===== src/rtl/and_gate_selftest.sv =====
// On-board stimulus/checker for a two-input AND gate: sweeps all four input
// pairs, samples the synchronized gate output and reports pass/fail status.
module and_gate_selftest #(
    parameter int SETTLE_CYCLES = 4,
    parameter int LOOPS         = 1,
    parameter int ERR_W         = 8
) (
    input  logic             clk,
    input  logic             rst,
    input  logic             start,
    output logic             drv_in0,
    output logic             drv_in1,
    input  logic             dut_out,
    output logic             busy,
    output logic             done,
    output logic             pass,
    output logic [ERR_W-1:0] err_count,
    output logic [3:0]       fail_vec
);

    localparam int CNT_W = (SETTLE_CYCLES < 2) ? 1 : $clog2(SETTLE_CYCLES);
    localparam logic [CNT_W-1:0] CNT_LAST  = CNT_W'(SETTLE_CYCLES - 1);
    localparam logic [7:0]       LOOP_LAST = 8'(LOOPS - 1);

    typedef enum logic [2:0] {
        IDLE,
        DRIVE,
        SETTLE,
        SAMPLE,
        DONE
    } state_t;

    state_t           state_q, state_d;
    logic [1:0]       vec_q, vec_d;
    logic [7:0]       loop_q, loop_d;
    logic [CNT_W-1:0] cnt_q, cnt_d;
    logic             sync1_q, sync1_d;
    logic             sync2_q, sync2_d;
    logic [1:0]       drv_q, drv_d;
    logic             busy_q, busy_d;
    logic             done_q, done_d;
    logic             pass_q, pass_d;
    logic [ERR_W-1:0] err_q, err_d;
    logic [3:0]       fail_q, fail_d;

    function automatic logic [ERR_W-1:0] sat_inc(input logic [ERR_W-1:0] v);
        return (&v) ? v : v + ERR_W'(1);
    endfunction

    always_comb begin
        state_d = state_q;
        vec_d   = vec_q;
        loop_d  = loop_q;
        cnt_d   = cnt_q;
        sync1_d = dut_out;
        sync2_d = sync1_q;
        drv_d   = drv_q;
        busy_d  = busy_q;
        done_d  = done_q;
        pass_d  = pass_q;
        err_d   = err_q;
        fail_d  = fail_q;

        case (state_q)
            IDLE: begin
                busy_d = 1'b0;
                if (start) begin
                    state_d = DRIVE;
                    busy_d  = 1'b1;
                    done_d  = 1'b0;
                    pass_d  = 1'b0;
                    err_d   = '0;
                    fail_d  = '0;
                    vec_d   = '0;
                    loop_d  = '0;
                end
            end
            DRIVE: begin
                drv_d   = vec_q;
                cnt_d   = '0;
                state_d = SETTLE;
            end
            SETTLE: begin
                if (cnt_q == CNT_LAST) begin
                    state_d = SAMPLE;
                end else begin
                    cnt_d = cnt_q + CNT_W'(1);
                end
            end
            SAMPLE: begin
                // Only vector 3 (both inputs high) should drive the output high.
                if (sync2_q != (vec_q[1] & vec_q[0])) begin
                    fail_d[vec_q] = 1'b1;
                    err_d         = sat_inc(err_q);
                end
                if (vec_q != 2'd3) begin
                    vec_d   = vec_q + 2'd1;
                    state_d = DRIVE;
                end else if (loop_q != LOOP_LAST) begin
                    loop_d  = loop_q + 8'd1;
                    vec_d   = '0;
                    state_d = DRIVE;
                end else begin
                    state_d = DONE;
                end
            end
            DONE: begin
                busy_d = 1'b0;
                done_d = 1'b1;
                pass_d = (err_q == '0);
                drv_d  = '0;
                if (start) begin
                    state_d = DRIVE;
                    busy_d  = 1'b1;
                    done_d  = 1'b0;
                    pass_d  = 1'b0;
                    err_d   = '0;
                    fail_d  = '0;
                    vec_d   = '0;
                    loop_d  = '0;
                end
            end
            default: state_d = IDLE;
        endcase
    end

    always_ff @(posedge clk) begin
        if (rst) begin
            state_q <= IDLE;
            vec_q   <= '0;
            loop_q  <= '0;
            cnt_q   <= '0;
            sync1_q <= 1'b0;
            sync2_q <= 1'b0;
            drv_q   <= '0;
            busy_q  <= 1'b0;
            done_q  <= 1'b0;
            pass_q  <= 1'b0;
            err_q   <= '0;
            fail_q  <= '0;
        end else begin
            state_q <= state_d;
            vec_q   <= vec_d;
            loop_q  <= loop_d;
            cnt_q   <= cnt_d;
            sync1_q <= sync1_d;
            sync2_q <= sync2_d;
            drv_q   <= drv_d;
            busy_q  <= busy_d;
            done_q  <= done_d;
            pass_q  <= pass_d;
            err_q   <= err_d;
            fail_q  <= fail_d;
        end
    end

    assign drv_in0   = drv_q[0];
    assign drv_in1   = drv_q[1];
    assign busy      = busy_q;
    assign done      = done_q;
    assign pass      = pass_q;
    assign err_count = err_q;
    assign fail_vec  = fail_q;

endmodule


===== config.mk =====
export PLATFORM = sky130hd
export DESIGN_NAME = and_gate_selftest
export DESIGN_NICKNAME = d
export VERILOG_FILES = /design/src/rtl/and_gate_selftest.sv
export SDC_FILE = /design/constraint.sdc
export NUM_CORES = 1
export LEC_CHECK = 0
export BUFFER_PORTS_ARGS = -buffer_cell sky130_fd_sc_hd__buf_2
export CAP_MARGIN = 10
export CORE_MARGIN = 4
export CORE_UTILIZATION = 57
export DETAILED_ROUTE_END_ITERATION = 10
export PLACE_DENSITY = 0.78
export SYNTH_ARGS = -nofsm -noshare
export SYNTH_HDL_FRONTEND = slang
export SYNTH_SLANG_ARGS = --single-unit

===== constraint.sdc =====
create_clock -name clk -period 2.47 [get_ports clk]
set_clock_uncertainty 0.2 [all_clocks]
set_input_delay 0.3705 -clock clk [delete_from_list [all_inputs] [get_ports clk]]
set_output_delay 0.3705 -clock clk [all_outputs]
set_load 0.01 [all_outputs]

==> impl_metrics.ini, run 1 <==
[logic_synthesis]
synth_seq_area_share_pct = 39.4
mappedNetlistArea_um2 = 1730
synth_nets = 206
async_flop_share_pct = 0
postSynthAreaPerCell_um2 = 8.95
synth_cell_type_count = 50
synthCells = 193
synth_top_area_cell = dfxtp_1
synth_area_leaders = dfxtp_1 (39%), ha_1 (6.5%), nor2_1 (4.8%)
synth_top_cell_area_share_pct = 39.4
synth-seq-cells = 34
synthFlopType = dfxtp_1
synth-edff-count = 0
yosysWarningCount = 0

[power_and_ir_drop]
p_switching_mw = 0.383
p_sw_share_pct = 30.2
p_clk_share_pct = 29.5
max-vdd-ir-drop_mv = 0.439
power_leakage_nw = 0.801
p_comb_share_pct = 21.9
p_int_mw = 0.886
powerDensity_nw_per_um2 = 668
seq_power_share_pct = 48.6

[cts]
cts_buffers = 5
hold_buffers = 0
ctsResizeCount = 0
clk_latency_ns = 0.34
cts_sinks = 34
clk_pin_slew_ns = 0.10
root_buffer = clkbuf_4
cts_max_path_buffers = 2
h-tree-depth = 2
cts_tree = done
postCtsSetupBuffers = 0

[sta]
setup_viol = 0
drv_slew = 0
rsz0062_at_grt = no
finalSetupTns_ns = 0
slew_headroom_pct = 55.3
fmax_mhz = 465
min_period_ns = 2.15
worstMarginPinSlew_ns = 0.661
post-route-period-util_pct = 87.1
final_hold_viol_count = 0
fin_ws_ns = 0.319

[floorplanning]
num_io_pins = 21
die_h_um = 63.1
die_w_um = 63.1
core_um2 = 2830
fp.dieArea_um2 = 3980
core.rowCount = 19
initial_utilization_pct = 61.1

[drt]
vias_per_cell = 6.11
drt_wl_total_mm = 3.66
antenna_left = 0
dr.pass1.iters = 4
drt_iter0_markers = 69
wire_per_inst_um = 15.0
drt_drc_violations_left = 0
num_vias = 1492

[final_layout]
fill_cells = 235
antenna_cells = 0
instances_no_fill = 244
seq_area_um2 = 681
drive_gt1_share_pct = 16.0
multi_input_area_um2 = 945
area_delta_synth_final_pct = 9.92
num-nets-final = 225

[critical_path]
crit_family = compound AO/OA/AOI/OAI gates
setup.worst_path.start_class = flip-flop
crit_arrival_ns = 2.20
crit_fanout = 14
cpMaxStageDelayCell = dfxtp_1
cp-end-kind = flip-flop
cp_cell_sequence = ha_1 -> xor2_1 -> a21o_1 -> a41oi_1 -> a311oi_1
cp_num_buf_inv = 0
critPathKind = flip-flop to flip-flop
critical_path_required_ns = 2.52
slowest_delay_ns = 0.44

[grt]
antenna_found_initial = 0
grt_max_degree = 18
grt_pass1_wl_mm = 6.49
grtUsageTotal_pct = 20.4
grt_overflow_total = 0
grt_pass1_vias = 1508

[place]
dp_slack_ns = 0.399
gp_congestion = 0.913
dp.cells = 236
io_buffers = 20
hpwlAfterDp_mm = 2.61

[outcome]
outcome = finished, final reports clean

[min_path]
hp-class = input pin to flip-flop

[run]
drv_cap = 0
-- cells by family after synthesis --
kind of cell | Yosys count | share of synthesized area, %
simple gates | 75 | 24.5
compound gates | 45 | 17.9
flops | 34 | 39.4
buf+inv | 19 | 5.94
fa+ha+maj | 9 | 6.52
xor+xnor | 8 | 4.06
mux | 3 | 1.74
-- stage by stage --
stage / util (%) / hold WS (ns) / total power [mW] / area [um2]
after floorplan: - / 0.214 / 0.860 / 1730
after global placement: 64.4 / 0.217 / 0.895 / 1820
after detailed placement: 64.4 / 0.236 / 0.905 / 1820
after CTS: 67.1 / 0.0543 / 1.28 / 1900
after global routing: 67.1 / 0.0441 / 1.35 / 1900
final: 67.1 / 0.0569 / 1.27 / 1900
-- routing by layer --
metal,GRT usage [%],routed length (um)
met5,0,0
met4,11.3,63
met3,4.97,201
met2,35.3,1740
met1,22.8,1650
-- registers in the layout, indices dropped and copies added (netlist names) --
register	count
done	1
sync2_q	1
sync1_q	1
drv_q	2
cnt_q	2
loop_q	8
pass	1
fail_vec	4
err_count	8
busy	1
state_q	3
vec_q	2
-- power groups by stage --
stage / combinational (mW) / sequential [mW] / clock (mW)
6_report: 0.278 / 0.617 / 0.375
5_1_grt: 0.313 / 0.625 / 0.410
4_1_cts: 0.279 / 0.616 / 0.382
3_5_place_dp: 0.276 / 0.629 / 0
3_3_place_gp: 0.269 / 0.626 / 0
2_1_floorplan: 0.244 / 0.616 / 0
-- worst reg2reg max path: cells and delay by family, from the launching register on --
| family | cells | cell delay (ns) |
|---|---|---|
| AO/OA/AOI/OAI | 3 | 0.90 |
| XOR/XNOR | 1 | 0.23 |
| adder cells (fa/ha/maj) | 1 | 0.31 |
| flip-flops | 1 | 0.44 |
-- cell usage in the layout (no fill, tap or decap), drive strengths merged, types with 2 or more instances in the layout --
cell type   n
and2        2
a21oi      14
mux2i       3
nand2b      3
xor2        5
inv         7
o21ai       6
o2111ai     3
nand4       5
and3        4
nand3b      2
clkbuf      8
nor4b       3
a41oi       4
buf        24
nand2       8
o21bai      2
nand3       5
or3         2
a211oi      2
o211a       2
xnor2       3
a22oi       2
nor2       22
nor3        6
nor2b       3
a22o        2
dfxtp      34
ha          9
-- layout make-up --
| cell class | count | area share (%) |
|---|---|---|
| timing repair buffer | 24 | 6.85 |
| tap | 31 | 2.04 |
| inverter | 7 | 1.38 |
| multi-input combinational | 140 | 49.7 |
| sequential | 34 | 35.8 |
| clock buffer | 8 | 4.15 |
-- synth_stat cells (2+ instances only) --
| cell | count |
|---|---|
| dfxtp_1 | 34 |
| nor2_1 | 22 |
| a21oi_1 | 14 |
| ha_1 | 9 |
| nand2_1 | 8 |
| inv_1 | 7 |
| clkbuf_1 | 6 |
| nor3_1 | 6 |
| nand3_1 | 5 |
| nand4_1 | 5 |
| o21ai_0 | 5 |
| xor2_1 | 5 |
| a41oi_1 | 4 |
| and3_1 | 4 |
| buf_6 | 3 |
| mux2i_1 | 3 |
| nand2b_1 | 3 |
| nor2b_1 | 3 |
| nor4b_1 | 3 |
| o2111ai_1 | 3 |
| xnor2_1 | 3 |
| a211oi_1 | 2 |
| a22o_1 | 2 |
| a22oi_1 | 2 |
| and2_1 | 2 |
| buf_4 | 2 |
| nand3b_1 | 2 |
| o211a_1 | 2 |
| o21bai_1 | 2 |
| or3_1 | 2 |
-- path summary, 6_finish.rpt --
path	slack, ns	start	end	cells past startpoint
setup reg to reg	0.32	vec_q[0]	err_count[5]	5
setup / recovery	0.32	vec_q[0]	err_count[5]	5
hold / removal	0.06	dut_out	sync1_q	2
hold reg to reg	0.26	sync1_q	sync2_q	1
Power figures use the tool's default switching activity.
==> run 2, diff against run 1 <==
Settings changed: RECOVER_POWER from default to 100, SLEW_MARGIN from default to 20.
==> run 2 against run 1 <==
Flip-flop and latch count unchanged. Power down 1.0%. Largest cell class unchanged. Critical path type unchanged. Wire length down 0.71%.
==> impl_metrics.ini, run 2 (synthesis gave the netlist of run 1 again) <==
[cts]
hold_buffers = 0
clk_latency_ns = 0.34
postCtsSetupBuffers = 0
cts_sinks = 34
ctsResizeCount = 0
root_buffer = clkbuf_4
cts_tree = done
clk_pin_slew_ns = 0.10
cts_max_path_buffers = 2
h-tree-depth = 2
cts_buffers = 5

[final_layout]
num-nets-final = 225
fin_util_pct = 66.0
layout_commonest_cell = dfxtp_1
mostFrequentLayoutCells = dfxtp_1 (34), nor2_1 (22), clkbuf_1 (20)
drive_gt1_share_pct = 6.57
fill_cells = 248
seq_area_um2 = 681
antenna_cells = 0
multi_input_area_um2 = 945
area_delta_synth_final_pct = 8.04

[drt]
antenna_left = 0
route.met3.wl_um = 180
num_vias = 1477
drt_drc_violations_left = 0
wire_per_inst_um = 14.9
drt_wl_total_mm = 3.64
met1_length_mm = 1.68
wl_met2_mm = 1.71
dr.pass1.iters = 4
top_layer_used = met4
vias_per_cell = 6.05
drt_iter0_markers = 82

[floorplanning]
die_w_um = 63.1
die_h_um = 63.1
core.rowCount = 19
core_um2 = 2830
initial_utilization_pct = 61.1
fp.dieArea_um2 = 3980
num_io_pins = 21

[sta]
min_period_ns = 2.25
final_hold_viol_count = 0
slew_headroom_pct = 53.6
setup_viol = 0
worstMarginPinSlew_ns = 0.697
rsz0062_at_grt = no
fmax_mhz = 445
finalSetupTns_ns = 0
drv_slew = 0
post-route-period-util_pct = 91.0

[place]
io_buffers = 20
gp_congestion = 0.913
hpwlAfterDp_mm = 2.61

[critical_path]
setup.worst_path.start_class = flip-flop
critPathKind = flip-flop to flip-flop
cp_cell_sequence = clkbuf_1 -> nor3b_4 -> a21o_1 -> a41oi_1 -> a311oi_1
crit_arrival_ns = 2.29
cpMaxStageDelayCell = nor3b_4
slowest_delay_ns = 0.40
critical_path_required_ns = 2.52
crit_fanout = 14
cp-end-kind = flip-flop

[outcome]
outcome = finished, final reports clean

[power_and_ir_drop]
max-vdd-ir-drop_mv = 0.439
powerDensity_nw_per_um2 = 673
power_leakage_nw = 0.713

[grt]
grt_overflow_total = 0
grt_pass1_wl_mm = 6.49
grt_max_degree = 18
grtUsageTotal_pct = 20.4
grt_pass1_vias = 1508
antenna_found_initial = 0

[run]
drv_cap = 0

[min_path]
hp-class = input pin to flip-flop
-- run 2: cell types whose count changed in the layout (fill, tap and decap cells not counted) --
cell / before / now
and2_0: 0 / 2
and2_1: 2 / 0
buf_2: 20 / 2
buf_4: 4 / 1
clkbuf_1: 0 / 20
clkbuf_2: 0 / 1
o21ai_0: 5 / 6
o21ai_1: 1 / 0
or2_0: 0 / 1
or2_1: 1 / 0
-- run 2: critical path: cells and delay by family, from the launching register on --
| kind | cells | cell delay, ns |
|---|---|---|
| AOI/OAI and AO/OA | 3 | 0.89 |
| and+or+nand+nor | 1 | 0.40 |
| DFF | 1 | 0.37 |
| buffers and inverters | 1 | 0.30 |
-- run 2: layout make-up --
class	count	share of cell area (%)
timing repair buffer	24	5.23
multi-input combinational	140	50.6
tap	31	2.08
sequential	34	36.5
inverter	7	1.41
clock buffer	8	4.22
-- run 2: path summary, 6_finish.rpt --
kind / cells past startpoint / from / endpoint / slack, ns
worst max register to register: 5 / state_q[1] / err_count[5] / 0.22
worst max-delay path: 5 / state_q[1] / err_count[5] / 0.22
worst min-delay path: 2 / dut_out / sync1_q / 0.05
worst min register to register: 1 / sync1_q / sync2_q / 0.26
-- run 2: metrics by stage --
| stage | power (mW) | std cells | hold slack (ns) | setup WS, ns | instance area [um2] |
|---|---|---|---|---|---|
| finish | 1.26 | 244 | 0.0546 | 0.224 | 1870 |
| global route | 1.33 | 244 | 0.0441 | 0.106 | 1870 |
| detailed placement | 0.905 | 236 | 0.236 | 0.399 | 1820 |
| CTS | 1.28 | 244 | 0.0543 | 0.358 | 1900 |
| global placement | 0.895 | 236 | 0.217 | 0.551 | 1820 |
| floorplan | 0.860 | 193 | 0.214 | 0.662 | 1730 |
-- run 2: per-layer routing --
metal  track usage (%)  vias up
met5                 0        -
met4              11.3        0
met3              4.97        8
met2              35.3       28
met1              22.8      695
li1                  -      746
-- run 2: report_power, final --
group	internal [mW]	switching [mW]
sequential	0.580	0.0371
combinational	0.0977	0.166
clock	0.194	0.181
total	0.872	0.385
==> run 3, diff against run 2 <==
Settings changed: CORE_UTILIZATION 57 to 61, PLACE_DENSITY 0.78 to 0.83.
Clock period 2.47 ns to 2.9 ns, I/O delays scaled along.
==> run 3 against run 2 <==
Fmax is 8.9% lower. Clock power rose by 17%. Worst hold slack better by 0.061 ns. First-iteration DRC count up 27%. Final cell count decreased by 1.2%. Core utilization is 2.3 points higher.
==> impl_metrics.ini, run 3 (synthesis gave the netlist of run 1 again) <==
[sta]
drv_slew = 0
finalSetupTns_ns = 0
worstMarginPinSlew_ns = 0.780
fmax_mhz = 405
setup_viol = 0
post-route-period-util_pct = 85.1
rsz0062_at_grt = no
final_hold_viol_count = 0
slew_headroom_pct = 48.0
min_period_ns = 2.47

[final_layout]
fin_util_pct = 68.3
area_delta_synth_final_pct = 8.04
fill_cells = 229
drive_gt1_share_pct = 5.24
num-nets-final = 222
layout_commonest_cell = dfxtp_1
mostFrequentLayoutCells = dfxtp_1 (34), nor2_1 (22), clkbuf_1 (19)
antenna_cells = 0
instances_no_fill = 241

[floorplanning]
die_h_um = 61.2
initial_utilization_pct = 63.2
core_um2 = 2730
die_w_um = 61.2
core.rowCount = 19
fp.dieArea_um2 = 3750
num_io_pins = 21

[critical_path]
crit_fanout = 19
critical_path_required_ns = 2.91
cp-end-kind = flip-flop
crit_start = state_q[1]
critPathKind = flip-flop to flip-flop
worstReg2RegStart = state_q[1]
crit_arrival_ns = 2.47
setup.worst_path.start_class = flip-flop
r2r_cells = 4

[grt]
grtUsageTotal_pct = 22.3
grt_overflow_total = 0
antenna_found_initial = 0
busiest_layer = met2
grt_pass1_wl_mm = 6.23
grt_max_degree = 20
grt.met2_usage_pct = 37.5
use_met3_pct = 6.71
grt_pass1_vias = 1428
grtUsageMet1_pct = 26.1

[drt]
dr.pass1.iters = 4
drt_iter0_markers = 104
drt_drc_violations_left = 0
antenna_left = 0
drt_wl_total_mm = 3.72
wire_per_inst_um = 15.4
vias_per_cell = 6.37
num_vias = 1534

[min_path]
hp-class = input pin to flip-flop
hold_start = dut_out
worstHoldPathCells = 2

[power_and_ir_drop]
powerDensity_nw_per_um2 = 629
finalPower_mw = 1.17
power_leakage_nw = 0.711
max-vdd-ir-drop_mv = 0.648

[run]
drv_cap = 0

[cts]
postCtsSetupBuffers = 0
clk_pin_slew_ns = 0.11
cts_tree = done
root_buffer = clkbuf_4
cts_sinks = 34
cts_max_path_buffers = 2
ctsResizeCount = 0
hold_buffers = 0
h-tree-depth = 2
clk_latency_ns = 0.34
cts_buffers = 5

[outcome]
outcome = finished, final reports clean

[place]
hpwlAfterDp_mm = 2.67
io_buffers = 20
dp.cells = 233
gp_congestion = 0.821
## run 3: path summary, 6_finish.rpt
check | to | slack [ns]
worst max register to register | err_count[6] | 0.43
worst max-delay path | err_count[6] | 0.43
worst min-delay path | sync1_q | 0.12
worst min register to register | sync2_q | 0.25
## run 3: final cells by class
cell class              instances  area, um2  area share, %
clock buffers                   5       37.5           2.01
clock inverters                 3       68.8           3.69
inverters                       7       26.3           1.41
multi-input cells             140        933           50.0
flip-flops and latches         34        681           36.5
well taps                      31       38.8           2.08
repair buffers                 21       81.3           4.36
## run 3: critical path: stages (launching register included)
cell      delay (ns)
dfxtp_1         0.50
nor3b_1         0.66
or2_0           0.21
clkbuf_1        0.61
nor3_1          0.15
## run 3: stage by stage
stage / cell area, um2 / worst slack, ns / hold WS, ns
after floorplan: 1730 / 1.09 / 0.214
after global placement: 1800 / 0.810 / 0.220
after detailed placement: 1800 / 0.683 / 0.224
after CTS: 1900 / 0.651 / 0.115
after global routing: 1870 / 0.233 / 0.138
final: 1870 / 0.434 / 0.115
## run 3: power by group
part	total (mW)	internal, mW	switching, mW
Clock	0.440	0.270	0.171
Combinational	0.183	0.0744	0.108
Sequential	0.551	0.494	0.0569
Total	1.17	0.838	0.336
## run 3: per-layer routing
layer / vias to the layer above / share of wire (%)
li1: 734 / -
met1: 730 / 42
met2: 63 / 49
met3: 7 / 7.3
met4: 0 / 1.5
met5: - / 0
